**src/rtl/regbank_write_arbiter_pkg.sv**
```systemverilog
// Shared constants and types for the register-bank write-back arbiter.
// Requester indices follow the write-back sources: ALU, load, move/immediate.
package regbank_write_arbiter_pkg;

    localparam int REG_ADDR_W  = 4;
    localparam int REG_DATA_W  = 32;
    localparam int NUM_REGS    = 16;
    localparam int NUM_REQ_DEF = 3;

    localparam int REQ_ALU = 0;
    localparam int REQ_LDR = 1;
    localparam int REQ_MOV = 2;

    typedef struct packed {
        logic [REG_ADDR_W-1:0] dest;
        logic [REG_DATA_W-1:0] data;
        logic                  en;
    } wr_port_t;

endpackage

```
**src/rtl/regbank_write_arbiter_if.sv**
```systemverilog
// Write-back request bus, issue-stage reservation/hazard signals and the
// registered register-bank write port. master = requesters/issue, slave = arbiter.
interface regbank_write_arbiter_if
    import regbank_write_arbiter_pkg::*;
#(
    parameter int NUM_REQ = NUM_REQ_DEF,
    parameter int DATA_W  = REG_DATA_W,
    parameter int ADDR_W  = REG_ADDR_W
);
    localparam int NREG = 1 << ADDR_W;

    logic [NUM_REQ-1:0]        Req_Valid;
    logic [NUM_REQ*ADDR_W-1:0] Req_Dest;
    logic [NUM_REQ*DATA_W-1:0] Req_Data;
    logic [NUM_REQ-1:0]        Req_Ready;

    logic                      Reserve_Valid;
    logic [ADDR_W-1:0]         Reserve_Dest;
    logic                      Reserve_Ready;

    logic [ADDR_W-1:0]         Source1_ADDR;
    logic [ADDR_W-1:0]         Source2_ADDR;
    logic                      Stall;

    logic [ADDR_W-1:0]         Destination;
    logic                      Write_En;
    logic [DATA_W-1:0]         LDR_MUX;
    logic [NREG-1:0]           Busy;

    modport master (
        output Req_Valid, Req_Dest, Req_Data, Reserve_Valid, Reserve_Dest,
               Source1_ADDR, Source2_ADDR,
        input  Req_Ready, Reserve_Ready, Stall, Destination, Write_En, LDR_MUX, Busy
    );

    modport slave (
        input  Req_Valid, Req_Dest, Req_Data, Reserve_Valid, Reserve_Dest,
               Source1_ADDR, Source2_ADDR,
        output Req_Ready, Reserve_Ready, Stall, Destination, Write_En, LDR_MUX, Busy
    );

endinterface

```
**src/rtl/regbank_write_arbiter_rr_arbiter.sv**
```systemverilog
// Round-robin grant: first set request bit at or after ptr+1, wrapping.
// Purely combinational, one-hot (or zero) grant.
module rr_arbiter #(
    parameter int NUM_REQ = 3,
    parameter int PTR_W   = 2
) (
    input  logic [NUM_REQ-1:0] req,
    input  logic [PTR_W-1:0]   ptr,
    output logic [NUM_REQ-1:0] gnt
);

    logic             found;
    logic [PTR_W-1:0] idx;

    always_comb begin
        gnt   = '0;
        found = 1'b0;
        idx   = '0;
        for (int k = 1; k <= NUM_REQ; k++) begin
            idx = PTR_W'((int'(ptr) + k) % NUM_REQ);
            if (!found && req[idx]) begin
                gnt[idx] = 1'b1;
                found    = 1'b1;
            end
        end
    end

endmodule

```
**src/rtl/regbank_write_arbiter.sv**
```systemverilog
// Register-bank write-back arbiter: round-robin over requesters, 1-cycle write
// port, optional busy scoreboard / RAW stall (macro REGBANK_ARB_SCOREBOARD_EN).
module regbank_write_arbiter
    import regbank_write_arbiter_pkg::*;
#(
    parameter int NUM_REQ = NUM_REQ_DEF,
    parameter int DATA_W  = REG_DATA_W,
    parameter int ADDR_W  = REG_ADDR_W
) (
    input  logic                   Clock,
    input  logic                   Reset_n,
    regbank_write_arbiter_if.slave bus
);

    localparam int PTR_W = (NUM_REQ > 1) ? $clog2(NUM_REQ) : 1;
    localparam int NREG  = 1 << ADDR_W;

    logic [PTR_W-1:0]   ptr;
    logic [PTR_W-1:0]   g_idx;
    logic [NUM_REQ-1:0] req_m;
    logic [NUM_REQ-1:0] gnt;
    logic               wr_acc;
    logic [ADDR_W-1:0]  sel_dest;
    logic [DATA_W-1:0]  sel_data;
    logic               wr_en_q;
    logic [ADDR_W-1:0]  dest_q;
    logic [DATA_W-1:0]  data_q;

    // Masking requests in reset keeps Req_Ready low while Reset_n is low.
    assign req_m = Reset_n ? bus.Req_Valid : '0;

    rr_arbiter #(
        .NUM_REQ (NUM_REQ),
        .PTR_W   (PTR_W)
    ) u_rr (
        .req (req_m),
        .ptr (ptr),
        .gnt (gnt)
    );

    assign bus.Req_Ready = gnt;
    assign wr_acc        = |gnt;

    always_comb begin
        g_idx    = '0;
        sel_dest = '0;
        sel_data = '0;
        for (int i = 0; i < NUM_REQ; i++) begin
            if (gnt[i]) begin
                g_idx    = PTR_W'(i);
                sel_dest = bus.Req_Dest[i*ADDR_W +: ADDR_W];
                sel_data = bus.Req_Data[i*DATA_W +: DATA_W];
            end
        end
    end

    // Reset pointer to the last requester so requester 0 wins first.
    always_ff @(posedge Clock) begin
        if (!Reset_n) begin
            ptr     <= PTR_W'(NUM_REQ - 1);
            wr_en_q <= 1'b0;
            dest_q  <= '0;
            data_q  <= '0;
        end else begin
            wr_en_q <= wr_acc;
            if (wr_acc) begin
                ptr    <= g_idx;
                dest_q <= sel_dest;
                data_q <= sel_data;
            end
        end
    end

    assign bus.Write_En    = wr_en_q;
    assign bus.Destination = dest_q;
    assign bus.LDR_MUX     = data_q;

`ifdef REGBANK_ARB_SCOREBOARD_EN
    logic [NREG-1:0] busy;
    logic [NREG-1:0] busy_nxt;
    logic            wr_hit_rsv;
    logic            rsv_ready;
    logic            rsv_acc;

    // A busy register may be re-reserved in the very cycle its pending write
    // retires: the write clears the old entry, the reservation sets the new one.
    assign wr_hit_rsv = wr_acc && (sel_dest == bus.Reserve_Dest);
    assign rsv_ready  = Reset_n && (!busy[bus.Reserve_Dest] || wr_hit_rsv);
    assign rsv_acc    = bus.Reserve_Valid && rsv_ready;

    always_comb begin
        busy_nxt = busy;
        if (wr_acc)  busy_nxt[sel_dest]         = 1'b0;
        if (rsv_acc) busy_nxt[bus.Reserve_Dest] = 1'b1;
    end

    always_ff @(posedge Clock) begin
        if (!Reset_n) busy <= '0;
        else          busy <= busy_nxt;
    end

    assign bus.Busy          = busy;
    assign bus.Stall         = busy[bus.Source1_ADDR] | busy[bus.Source2_ADDR];
    assign bus.Reserve_Ready = rsv_ready;
`else
    logic unused_sb;
    assign unused_sb = ^{bus.Reserve_Valid, bus.Reserve_Dest,
                         bus.Source1_ADDR, bus.Source2_ADDR};

    assign bus.Busy          = '0;
    assign bus.Stall         = 1'b0;
    assign bus.Reserve_Ready = 1'b1;
`endif

endmodule

```
**src/flat_wrapper.sv**
```systemverilog
// flat-port wrapper written by rule: the top's interface ports become plain ports
module regbank_write_arbiter_flat import regbank_write_arbiter_pkg::*;
#(
    parameter int NUM_REQ = NUM_REQ_DEF,
    parameter int DATA_W  = REG_DATA_W,
    parameter int ADDR_W  = REG_ADDR_W
)
  (Clock, Reset_n, bus_Req_Valid, bus_Req_Dest, bus_Req_Data, bus_Reserve_Valid, bus_Reserve_Dest, bus_Source1_ADDR, bus_Source2_ADDR, bus_Req_Ready, bus_Reserve_Ready, bus_Stall, bus_Destination, bus_Write_En, bus_LDR_MUX, bus_Busy);
  regbank_write_arbiter_if #(.NUM_REQ(NUM_REQ), .DATA_W(DATA_W), .ADDR_W(ADDR_W)) bus_i ();
  input  logic Clock;
  input  logic Reset_n;
  input wire logic [$bits(bus_i.Req_Valid)-1:0] bus_Req_Valid;
  input wire logic [$bits(bus_i.Req_Dest)-1:0] bus_Req_Dest;
  input wire logic [$bits(bus_i.Req_Data)-1:0] bus_Req_Data;
  input wire logic [$bits(bus_i.Reserve_Valid)-1:0] bus_Reserve_Valid;
  input wire logic [$bits(bus_i.Reserve_Dest)-1:0] bus_Reserve_Dest;
  input wire logic [$bits(bus_i.Source1_ADDR)-1:0] bus_Source1_ADDR;
  input wire logic [$bits(bus_i.Source2_ADDR)-1:0] bus_Source2_ADDR;
  output wire logic [$bits(bus_i.Req_Ready)-1:0] bus_Req_Ready;
  output wire logic [$bits(bus_i.Reserve_Ready)-1:0] bus_Reserve_Ready;
  output wire logic [$bits(bus_i.Stall)-1:0] bus_Stall;
  output wire logic [$bits(bus_i.Destination)-1:0] bus_Destination;
  output wire logic [$bits(bus_i.Write_En)-1:0] bus_Write_En;
  output wire logic [$bits(bus_i.LDR_MUX)-1:0] bus_LDR_MUX;
  output wire logic [$bits(bus_i.Busy)-1:0] bus_Busy;
  assign bus_i.Req_Valid = bus_Req_Valid;
  assign bus_i.Req_Dest = bus_Req_Dest;
  assign bus_i.Req_Data = bus_Req_Data;
  assign bus_i.Reserve_Valid = bus_Reserve_Valid;
  assign bus_i.Reserve_Dest = bus_Reserve_Dest;
  assign bus_i.Source1_ADDR = bus_Source1_ADDR;
  assign bus_i.Source2_ADDR = bus_Source2_ADDR;
  assign bus_Req_Ready = bus_i.Req_Ready;
  assign bus_Reserve_Ready = bus_i.Reserve_Ready;
  assign bus_Stall = bus_i.Stall;
  assign bus_Destination = bus_i.Destination;
  assign bus_Write_En = bus_i.Write_En;
  assign bus_LDR_MUX = bus_i.LDR_MUX;
  assign bus_Busy = bus_i.Busy;
  regbank_write_arbiter #(.NUM_REQ(NUM_REQ), .DATA_W(DATA_W), .ADDR_W(ADDR_W)) u_core (.Clock(Clock), .Reset_n(Reset_n), .bus(bus_i));
endmodule
```
**config.mk**
```make
export PLATFORM = sky130hd
export DESIGN_NAME = regbank_write_arbiter_flat
export DESIGN_NICKNAME = d
export VERILOG_FILES = /design/src/rtl/regbank_write_arbiter_pkg.sv /design/src/rtl/regbank_write_arbiter_if.sv /design/src/rtl/regbank_write_arbiter_rr_arbiter.sv /design/src/rtl/regbank_write_arbiter.sv /design/src/flat_wrapper.sv
export SDC_FILE = /design/constraint.sdc
export NUM_CORES = 1
export LEC_CHECK = 0
export BUFFER_PORTS_ARGS = -buffer_cell sky130_fd_sc_hd__buf_4
export CORE_MARGIN = 3
export CORE_UTILIZATION = 43
export DETAILED_ROUTE_END_ITERATION = 7
export PLACE_DENSITY = 0.82
export SLEW_MARGIN = 20
export SYNTH_ARGS = -nofsm -noshare
export SYNTH_HDL_FRONTEND = slang
export SYNTH_SLANG_ARGS = --single-unit
export TNS_END_PERCENT = 5
```
**constraint.sdc**
```tcl
create_clock -name Clock -period 6.12 [get_ports Clock]
set_input_delay 0.306 -clock Clock [delete_from_list [all_inputs] [get_ports Clock]]
set_output_delay 0.306 -clock Clock [all_outputs]
set_load 0.02 [all_outputs]
```
==> impl_metrics.ini, run 1 <==
[outcome]
status = complete, no violations

[pwr]
p_int_mw = 0.881
p_leak_nw = 1.58
p_seq_frac = 0.257
p_per_area_nw_per_um2 = 458
switchingPower_mw = 0.700
switching_share = 0.443
ir_drop_mv = 0.209
p_comb_frac = 0.617
power.share.clock = 0.126

[yosys]
synthCells = 243
synth_compound_area_frac = 0.401
synth-simple-area-share = 0.0925
syn_area_um2 = 2340
synth_mux_area_frac = 0.0192
yosys_register_bits = 39
async_flop_share = 0
ys.flop_type = dfxtp_1
synth_edf_count = 0
yosys.area_share.adder = 0.0214
synth-xor-area-share = 0
synth_top_family_by_area = compound AO/OA/AOI/OAI gates
syn_avg_cell_area_um2 = 9.63
ys_types = 43
yosys_warnings = 0
ys_seq_area_frac = 0.334

[worst_hold_path]
min_from = bus_Req_Data[71]
hold_path_class = in2reg
worstHoldPathCells = 2
min_delay_worst_endpoint = u_core.bus.LDR_MUX[7]$_SDFFE_PN0P_

[placed_design]
dpl.hpwl_um = 5420
placed_cells = 438
routabilityCongestion = 0.882
io_buffers = 152

[grt]
grt_pass1_vias = 2393
grt_pass1_wl_um = 11600
grt_usage = 0.229
antenna_found_initial = 0
grt_max_degree = 31
gr-total-overflow = 0

[floorplan]
die_height_um = 79.8
core_area_um2 = 5170
pin_count = 184
die-area_um2 = 6370
rows = 26
die_w_um = 79.8
start_util = 0.453

[cells_and_area]
area_delta_synth_final_pct = 47.6
final_nets = 505
drive_above_1_share = 0.481
multi_input_area_um2 = 1320
final_cells = 446
diodes = 0
final_cell_mix = 152 x buf_4, 39 x dfxtp_1, 24 x o2bb2ai_1, 23 x o21ai_0, 21 x a221oi_1
final_common_cell = buf_4
ff_latch_area_um2 = 781
fill_cells = 435

[sta]
finClkSkew_ns = 0.00422
final.period_utilization = 0.669
slew_headroom = 0.363
grt_setup_unrepaired = no
drv_slew = 0
tightest_slew_ns = 0.955
timing.fmax_mhz = 244
finalWorstPathRequiredPeriod_ns = 4.09
worst_hold_slack_ns = 0.222
finalSetupTns_ns = 0
setup_viol = 0
hold_violations = 0

[critical_path]
crit_type = reg2out
r2r_cells = 7
r2r-start = u_core.ptr[0]$_SDFFE_PN0P_
path_max_fanout = 28
rr_endpoint = u_core.bus.LDR_MUX[1]$_SDFFE_PN0P_
regToRegSetupSlack_ns = 2.26
cp-startpoint = u_core.ptr[0]$_SDFFE_PN0P_
required_ns = 5.81
crit_path_end_kind = primary output
start_kind = flip-flop
arrival_ns = 3.79

[clock_network]
clockBufferDepth = 2
cts_tree = built
clock_latency_ns = 0.30
cts_setup_buffers = 0
clk_pin_slew_ns = 0.08
cts_resized = 0
numCtsBuffers = 5
cts_root_buf = clkbuf_8
postCtsHoldBufs = 0
cts.htree.levels = 2
clock_sinks = 39

[flow_run]
drv_cap = 0

[detailed_routing]
drc = 0
wl_per_cell_um = 16.9
via_per_inst = 5.56
ant_nets = 0
drtIter0Drc = 142
vias = 2481
drt_pass1_iterations = 4
routed_wl_um = 7540
-- worst max-delay path by stage --
stage | end | slack (ns) | cells past startpoint
2_1_floorplan | bus_Req_Ready[2] | 3.70 | 9
3_3_place_gp | u_core.bus.LDR_MUX[1]$_SDFFE_PN0P_ | 2.38 | 7
3_5_place_dp | u_core.bus.LDR_MUX[1]$_SDFFE_PN0P_ | 2.29 | 7
4_1_cts | bus_Req_Ready[1] | 2.02 | 6
5_1_grt | bus_Req_Ready[1] | 1.69 | 6
6_report | bus_Req_Ready[1] | 2.03 | 6
-- power groups by stage --
stage / combinational (mW) / clock (mW) / sequential (mW)
floorplan: 0.596 / 0 / 0.515
global placement: 0.960 / 0 / 0.406
detailed placement: 0.976 / 0 / 0.408
CTS: 0.980 / 0.203 / 0.406
global route: 1.07 / 0.214 / 0.418
finish: 0.976 / 0.199 / 0.406
-- through the flow --
stage	worst slack (ns)	total power [mW]	utilization	area, um2
2_1_floorplan	3.70	1.11	-	2400
3_3_place_gp	2.38	1.37	0.647	3350
3_5_place_dp	2.29	1.38	0.647	3350
4_1_cts	2.02	1.59	0.667	3450
5_1_grt	1.69	1.70	0.668	3460
6_report	2.03	1.58	0.668	3460
-- critical path, cell delays in order, from the launching register on --
cell	delay (ns)
dfxtp_1	0.38
inv_1	0.08
ha_1	0.49
mux2i_1	0.35
or2_1	0.76
clkinv_1	0.97
buf_4	0.44
-- cells by family after synthesis --
kind of cell / after synthesis
flops: 39
buf+inv: 48
fa+ha+maj: 4
simple gates: 33
other cells: 2
mux: 4
compound gates: 113
-- registers in the layout, summed over array words and instances, names as in the netlist --
signal	flops
u_core.bus.LDR_MUX	32
u_core.bus.Destination	4
u_core.ptr	2
u_core.bus.Write_En	1
-- layout make-up --
type | instances | share of cell area
multi-input combinational | 172 | 0.383
inverter | 5 | 0.00543
clock buffer | 7 | 0.0279
clock inverter | 1 | 0.00217
tap | 70 | 0.0253
sequential | 39 | 0.226
timing repair buffer | 152 | 0.330
-- layer usage --
layer	global-route usage	wire length [um]	vias up
li1	-	-	1185
met5	0	0	-
met2	0.383	3520	145
met3	0.0880	895	12
met1	0.268	2970	1139
met4	0.0777	144	0
-- Yosys cell counts (2+ instances only) --
| master | instances | area [um2] |
|---|---|---|
| a21oi_1 | 3 | 15.0 |
| a221oi_1 | 21 | 184 |
| a221oi_2 | 2 | 30.0 |
| a22o_1 | 13 | 114 |
| and2_1 | 2 | 12.5 |
| and3_1 | 2 | 12.5 |
| buf_2 | 7 | 35.0 |
| buf_4 | 22 | 165 |
| buf_6 | 4 | 45.0 |
| clkbuf_1 | 9 | 33.8 |
| conb_1 | 2 | 7.51 |
| dfxtp_1 | 39 | 781 |
| ha_1 | 4 | 50.1 |
| inv_1 | 4 | 15.0 |
| mux2i_1 | 3 | 30.0 |
| nand2_1 | 2 | 7.51 |
| nand2b_1 | 2 | 12.5 |
| nand3b_1 | 14 | 105 |
| nor2_1 | 2 | 7.51 |
| nor2b_1 | 3 | 18.8 |
| o21a_1 | 3 | 22.5 |
| o21ai_0 | 23 | 115 |
| o221a_2 | 14 | 158 |
| o2bb2ai_1 | 24 | 210 |
Note: power is estimated with default switching activity, not from simulation.
==> inputs of run 2 (changes only) <==
--- a/config.mk
+++ b/config.mk
@@ -5,11 +5,12 @@
 export SDC_FILE = /design/constraint.sdc
 export NUM_CORES = 1
 export LEC_CHECK = 0
+export ABC_AREA = 1
 export BUFFER_PORTS_ARGS = -buffer_cell sky130_fd_sc_hd__buf_4
 export CORE_MARGIN = 3
-export CORE_UTILIZATION = 43
+export CORE_UTILIZATION = 38
 export DETAILED_ROUTE_END_ITERATION = 7
-export PLACE_DENSITY = 0.82
+export PLACE_DENSITY = 0.74
 export SLEW_MARGIN = 20
 export SYNTH_ARGS = -nofsm -noshare
 export SYNTH_HDL_FRONTEND = slang
==> constraint.sdc (replaced) <==
create_clock -name Clock -period 3.3 [get_ports Clock]
set_input_delay 0.165 -clock Clock [delete_from_list [all_inputs] [get_ports Clock]]
set_output_delay 0.165 -clock Clock [all_outputs]
set_load 0.02 [all_outputs]
==> run 2 against run 1 <==
Flip-flop and latch count is the same. Global-route usage shrank 2.2 points. Synthesized cell count grew 81%. Largest cell class unchanged.
==> impl_metrics.ini, run 2 <==
[critical_path]
r2r-start = u_core.ptr[0]$_SDFFE_PN0P_
slowest_delay_ns = 0.41
path_max_fanout = 58
required_ns = 3.13
cpMostUsedCell = nand3_1
path_cells = inv_1 > ha_1 > inv_2 > nand3_1 > nand3_1 > nand2_2 > nand3_1 > o21ai_1 > nor2_4 > inv_4 > buf_4
crit_family = buffers and inverters
crit_type = reg2out
start_kind = flip-flop
crit_path_end_kind = primary output
cp-startpoint = u_core.ptr[0]$_SDFFE_PN0P_
cpMaxStageDelayCell = ha_1
crit_buf_inv = 4
arrival_ns = 2.86

[cells_and_area]
final_cell_mix = 157 x buf_4, 141 x nand2_1, 54 x o21ai_1, 43 x nor2_1, 39 x dfxtp_1
largest_register_ffs = 32
diodes = 0
final_common_cell = buf_4
drive_above_1_share = 0.310
area_delta_synth_final_pct = 44.6
final_nets = 704

[grt]
grt_pass1_wl_um = 14100
gr-total-overflow = 0
grt_usage = 0.207
grt_pass1_vias = 2894
grt_max_degree = 59
antenna_found_initial = 0

[placed_design]
routabilityCongestion = 0.797
io_buffers = 152
pre_cts_slack_ns = 0.423
dpl.hpwl_um = 6390

[clock_network]
clk_pin_slew_ns = 0.08
numCtsBuffers = 5
cts.htree.levels = 2
clock_latency_ns = 0.30
clockBufferDepth = 2
cts_setup_buffers = 0
clock_sinks = 39
cts_root_buf = clkbuf_8
cts_tree = built

[yosys]
ys_types = 24
synthCells = 440
async_flop_share = 0
synth_most_common_cell = nand2_1
syn_avg_cell_area_um2 = 6.06
ys.flop_type = dfxtp_1
synth_top_cells_by_count = 141 x nand2_1, 54 x o21ai_1, 43 x nor2_1
synth.top_cell.area_share = 0.293
synth_top_area_cell = dfxtp_1
yosys_register_bits = 39
ys_top_cells_by_area = dfxtp_1 29%, nand2_1 20%, o21ai_1 10%, buf_4 6.8%, a21oi_1 6.2%
yosys_warnings = 0
ys_seq_area_frac = 0.293
synth_edf_count = 0
syn_area_um2 = 2670

[detailed_routing]
ant_nets = 0
wl_per_cell_um = 13.1
drtIter0Drc = 138
vias = 3160
drt_pass1_iterations = 5
via_per_inst = 4.73
routed_wl_um = 8730
drc = 0

[outcome]
status = complete, no violations

[pwr]
ir_drop_mv = 0.422
p_leak_nw = 2.03
p_per_area_nw_per_um2 = 1010
power_mw = 3.89

[sta]
hold_violations = 0
finClkSkew_ns = 0.00456
setup_viol = 0
grt_setup_unrepaired = no
finalWorstPathRequiredPeriod_ns = 3.03
final.period_utilization = 0.917
worst_hold_slack_ns = 0.0810
tightest_slew_ns = 0.708
setup_slack_ns = 0.275
finalSetupTns_ns = 0
slew_headroom = 0.527
drv_slew = 0
timing.fmax_mhz = 331

[floorplan]
die_height_um = 89.8
rows = 29
die_w_um = 89.8
start_util = 0.406
die-area_um2 = 8060
core_area_um2 = 6570
pin_count = 184

[worst_hold_path]
hold_path_class = in2reg
min_from = bus_Req_Dest[4]

[flow_run]
drv_cap = 0
## run 2: final timing paths
path	endpoint	slack [ns]	depth (start not counted)
min	u_core.bus.Destination[0]$_SDFFE_PN0P_	0.08	3
max	bus_Req_Ready[2]	0.27	11
min reg2reg	u_core.bus.LDR_MUX[25]$_SDFFE_PN0P_	0.54	4
max reg2reg	u_core.bus.LDR_MUX[31]$_SDFFE_PN0P_	0.47	14
## run 2: worst reg2reg max path, cell delays in order, from the launching register on
cell     delay, ns
dfxtp_1       0.39
inv_1         0.08
ha_1          0.41
inv_2         0.13
nand3_1       0.07
nand3_1       0.09
nand2_2       0.12
nand3_1       0.11
o21ai_1       0.10
nor2_4        0.40
nand3_2       0.32
buf_4         0.30
o21ai_1       0.15
nand2_1       0.06
nand2_1       0.06
## run 2: layout make-up
| class | instances | area [um2] |
|---|---|---|
| Clock inverter | 2 | 35.0 |
| Fill cell | 652 | 2710 |
| Inverter | 34 | 130 |
| Multi-Input combinational cell | 337 | 1530 |
| Tap cell | 93 | 116 |
| Timing Repair Buffer | 157 | 1180 |
| Clock buffer | 6 | 82.6 |
| Sequential cell | 39 | 781 |
## run 2: logic make-up after synthesis
kind of cell / synth area share
adder cells (fa/ha/maj): 0.0188
other: 0.00282
flip-flops: 0.293
AND/OR/NAND/NOR: 0.353
AO/OA/AOI/OAI: 0.175
buffers and inverters: 0.157
## run 2: routing by layer
metal / up-vias / part of all wire / global-route usage / routed length [um]
li1: 1641 / - / - / -
met1: 1379 / 0.41 / 0.252 / 3590
met2: 136 / 0.47 / 0.343 / 4130
met3: 4 / 0.11 / 0.0851 / 937
met4: 0 / 0.0074 / 0.0460 / 65
met5: - / 0 / 0 / 0
## run 2: stage by stage
stage          instance area [um2]  utilization  cells
4_1_cts                       3850        0.587    668
2_1_floorplan                 2730            -    456
5_1_grt                       3860        0.587    668
6_report                      3860        0.587    668
3_5_place_dp                  3740        0.569    660
3_3_place_gp                  3740        0.569    660
## run 2: what timing repair did
item                       CTS  global route
gates resized for setup      0             2
hold buffers                 0             0
setup endpoints to repair    0             1
## run 2: report_power, final
group	switching, mW	internal [mW]
registers	0.103	0.690
clock network	0.180	0.245
logic	1.69	0.988
total	1.97	1.92
==> inputs of run 3 (changes only) <==
--- a/config.mk
+++ b/config.mk
@@ -5,12 +5,11 @@
 export SDC_FILE = /design/constraint.sdc
 export NUM_CORES = 1
 export LEC_CHECK = 0
-export ABC_AREA = 1
 export BUFFER_PORTS_ARGS = -buffer_cell sky130_fd_sc_hd__buf_4
 export CORE_MARGIN = 3
-export CORE_UTILIZATION = 38
+export CORE_UTILIZATION = 36
 export DETAILED_ROUTE_END_ITERATION = 7
-export PLACE_DENSITY = 0.74
+export PLACE_DENSITY = 0.73
 export SLEW_MARGIN = 20
 export SYNTH_ARGS = -nofsm -noshare
 export SYNTH_HDL_FRONTEND = slang
==> run 3 against run 2 <==
Non-clock buffer count decreased by 1. Total power decreased by 25%. Clock skew increased by 0.0029 ns. Design area decreased by 9.9%. Sequential share of layout area increased by 2.2 points. Die area decreased by 6.9%. Critical path depth decreased by 3. Final cell count decreased by 32%. Sequential power decreased by 5.1%. Clock power decreased by 24%. Largest cell class unchanged.
==> impl_metrics.ini, run 3 (synthesized netlist as in run 1, its figures left out) <==
[outcome]
status = complete, no violations

[sta]
slew_headroom = 0.423
worst_hold_slack_ns = 0.0896
final.period_utilization = 0.884
grt_setup_unrepaired = no
setup_slack_ns = 0.383
hold_violations = 0
drv_slew = 0
timing.fmax_mhz = 343
tightest_slew_ns = 0.866
setup_viol = 0
finClkSkew_ns = 0.00746
finalWorstPathRequiredPeriod_ns = 2.92
finalSetupTns_ns = 0

[placed_design]
pre_cts_slack_ns = 0.447
routabilityCongestion = 0.745
io_buffers = 152
dpl.hpwl_um = 5690
placed_area_um2 = 3390
placed_cells = 447

[floorplan]
die_height_um = 86.6
core_area_um2 = 6100
start_util = 0.384
rows = 28
pin_count = 184
die-area_um2 = 7510
die_w_um = 86.6

[cells_and_area]
area_delta_synth_final_pct = 48.4
drive_above_1_share = 0.484
fin_area_um2 = 3470
diodes = 0
final_cell_mix = 156 x buf_4, 39 x dfxtp_1, 24 x o2bb2ai_1, 23 x o21ai_0, 21 x a221oi_1
multi_input_area_um2 = 1320
ff_latch_area_um2 = 781
final_cells = 455
fill_cells = 560
final_util = 0.570
final_nets = 509
largest_register_ffs = 32
final_common_cell = buf_4

[grt]
antenna_found_initial = 0
grt_usage = 0.192
grt_pass1_wl_um = 11700
grt_pass1_vias = 2538
grt_max_degree = 31
gr-total-overflow = 0

[detailed_routing]
ant_nets = 0
drt_pass1_iterations = 4
wl_per_cell_um = 16.8
routed_wl_um = 7660
via_per_inst = 5.49
drtIter0Drc = 86
drc = 0
vias = 2500

[clock_network]
cts_setup_buffers = 0
clockBufferDepth = 2
cts_tree = built
cts.htree.levels = 2
cts_root_buf = clkbuf_8
clock_sinks = 39
postCtsHoldBufs = 0
clk_pin_slew_ns = 0.08
cts_resized = 0
clock_latency_ns = 0.29
numCtsBuffers = 5

[pwr]
ir_drop_mv = 0.346
power_mw = 2.90
p_per_area_nw_per_um2 = 834
p_leak_nw = 1.59

[critical_path]
arrival_ns = 2.75
rr_endpoint = u_core.bus.LDR_MUX[9]$_SDFFE_PN0P_
crit_type = reg2out
regToRegSetupSlack_ns = 0.46
start_kind = flip-flop
required_ns = 3.13
r2r_cells = 9
path_max_fanout = 16
r2r-start = u_core.ptr[1]$_SDFFE_PN1P_
crit_path_end_kind = primary output

[worst_hold_path]
min_delay_worst_endpoint = u_core.bus.LDR_MUX[27]$_SDFFE_PN0P_
hold_path_class = in2reg
worstHoldPathCells = 2
min_from = bus_Req_Data[91]

[flow_run]
drv_cap = 0
[run 3: cell types whose count changed in the layout (fill, tap and decap cells not counted), sizes merged, moves of 15 or more]
cell and delta:
nand4 -15, a21oi -30, inv -30, nand2 -141
o2bb2ai +24, nor2 -45, o21ai -34, a221oi +23
[run 3: cell type report]
| type | instances | share of cell area |
|---|---|---|
| clock buffers | 6 | 0.0209 |
| clock inverters | 2 | 0.00360 |
| inverters | 5 | 0.00540 |
| multi-input cells | 172 | 0.381 |
| flip-flops and latches | 39 | 0.225 |
| well taps | 75 | 0.0270 |
| repair buffers | 156 | 0.337 |
[run 3: critical path, cell delays in order (launching register included)]
cell	delay, ns
dfxtp_1	0.33
inv_1	0.10
ha_1	0.30
mux2_4	0.33
o21a_1	0.18
a32o_1	0.31
o21ai_2	0.53
inv_1	0.18
buf_4	0.20
[run 3: power by group]
part	switching (mW)	internal, mW
Clock	0.175	0.148
Sequential	0.0932	0.659
Combinational	1.02	0.802
[run 3: worst max-delay path by stage]
stage | startpoint | end | slack, ns | cells after the start
4_1_cts | u_core.ptr[1]$_SDFFE_PN1P_ | bus_Req_Ready[0] | 0.33 | 8
3_5_place_dp | u_core.ptr[1]$_SDFFE_PN1P_ | u_core.bus.LDR_MUX[9]$_SDFFE_PN0P_ | 0.45 | 9
6_report | u_core.ptr[1]$_SDFFE_PN1P_ | bus_Req_Ready[0] | 0.38 | 8
5_1_grt | u_core.ptr[1]$_SDFFE_PN1P_ | bus_Req_Ready[0] | 0.14 | 8
2_1_floorplan | u_core.ptr[1]$_SDFFE_PN1P_ | u_core.bus.Destination[1]$_SDFFE_PN0P_ | 0.99 | 10
3_3_place_gp | u_core.ptr[1]$_SDFFE_PN1P_ | u_core.bus.LDR_MUX[19]$_SDFFE_PN0P_ | 0.33 | 8
[run 3: per-layer routing]
layer,up-vias,share of wire,global-route usage
met2,127,0.49,0.332
met3,11,0.11,0.0751
met5,-,0,0
met4,0,0.016,0.0538
li1,1194,-,-
met1,1168,0.38,0.219
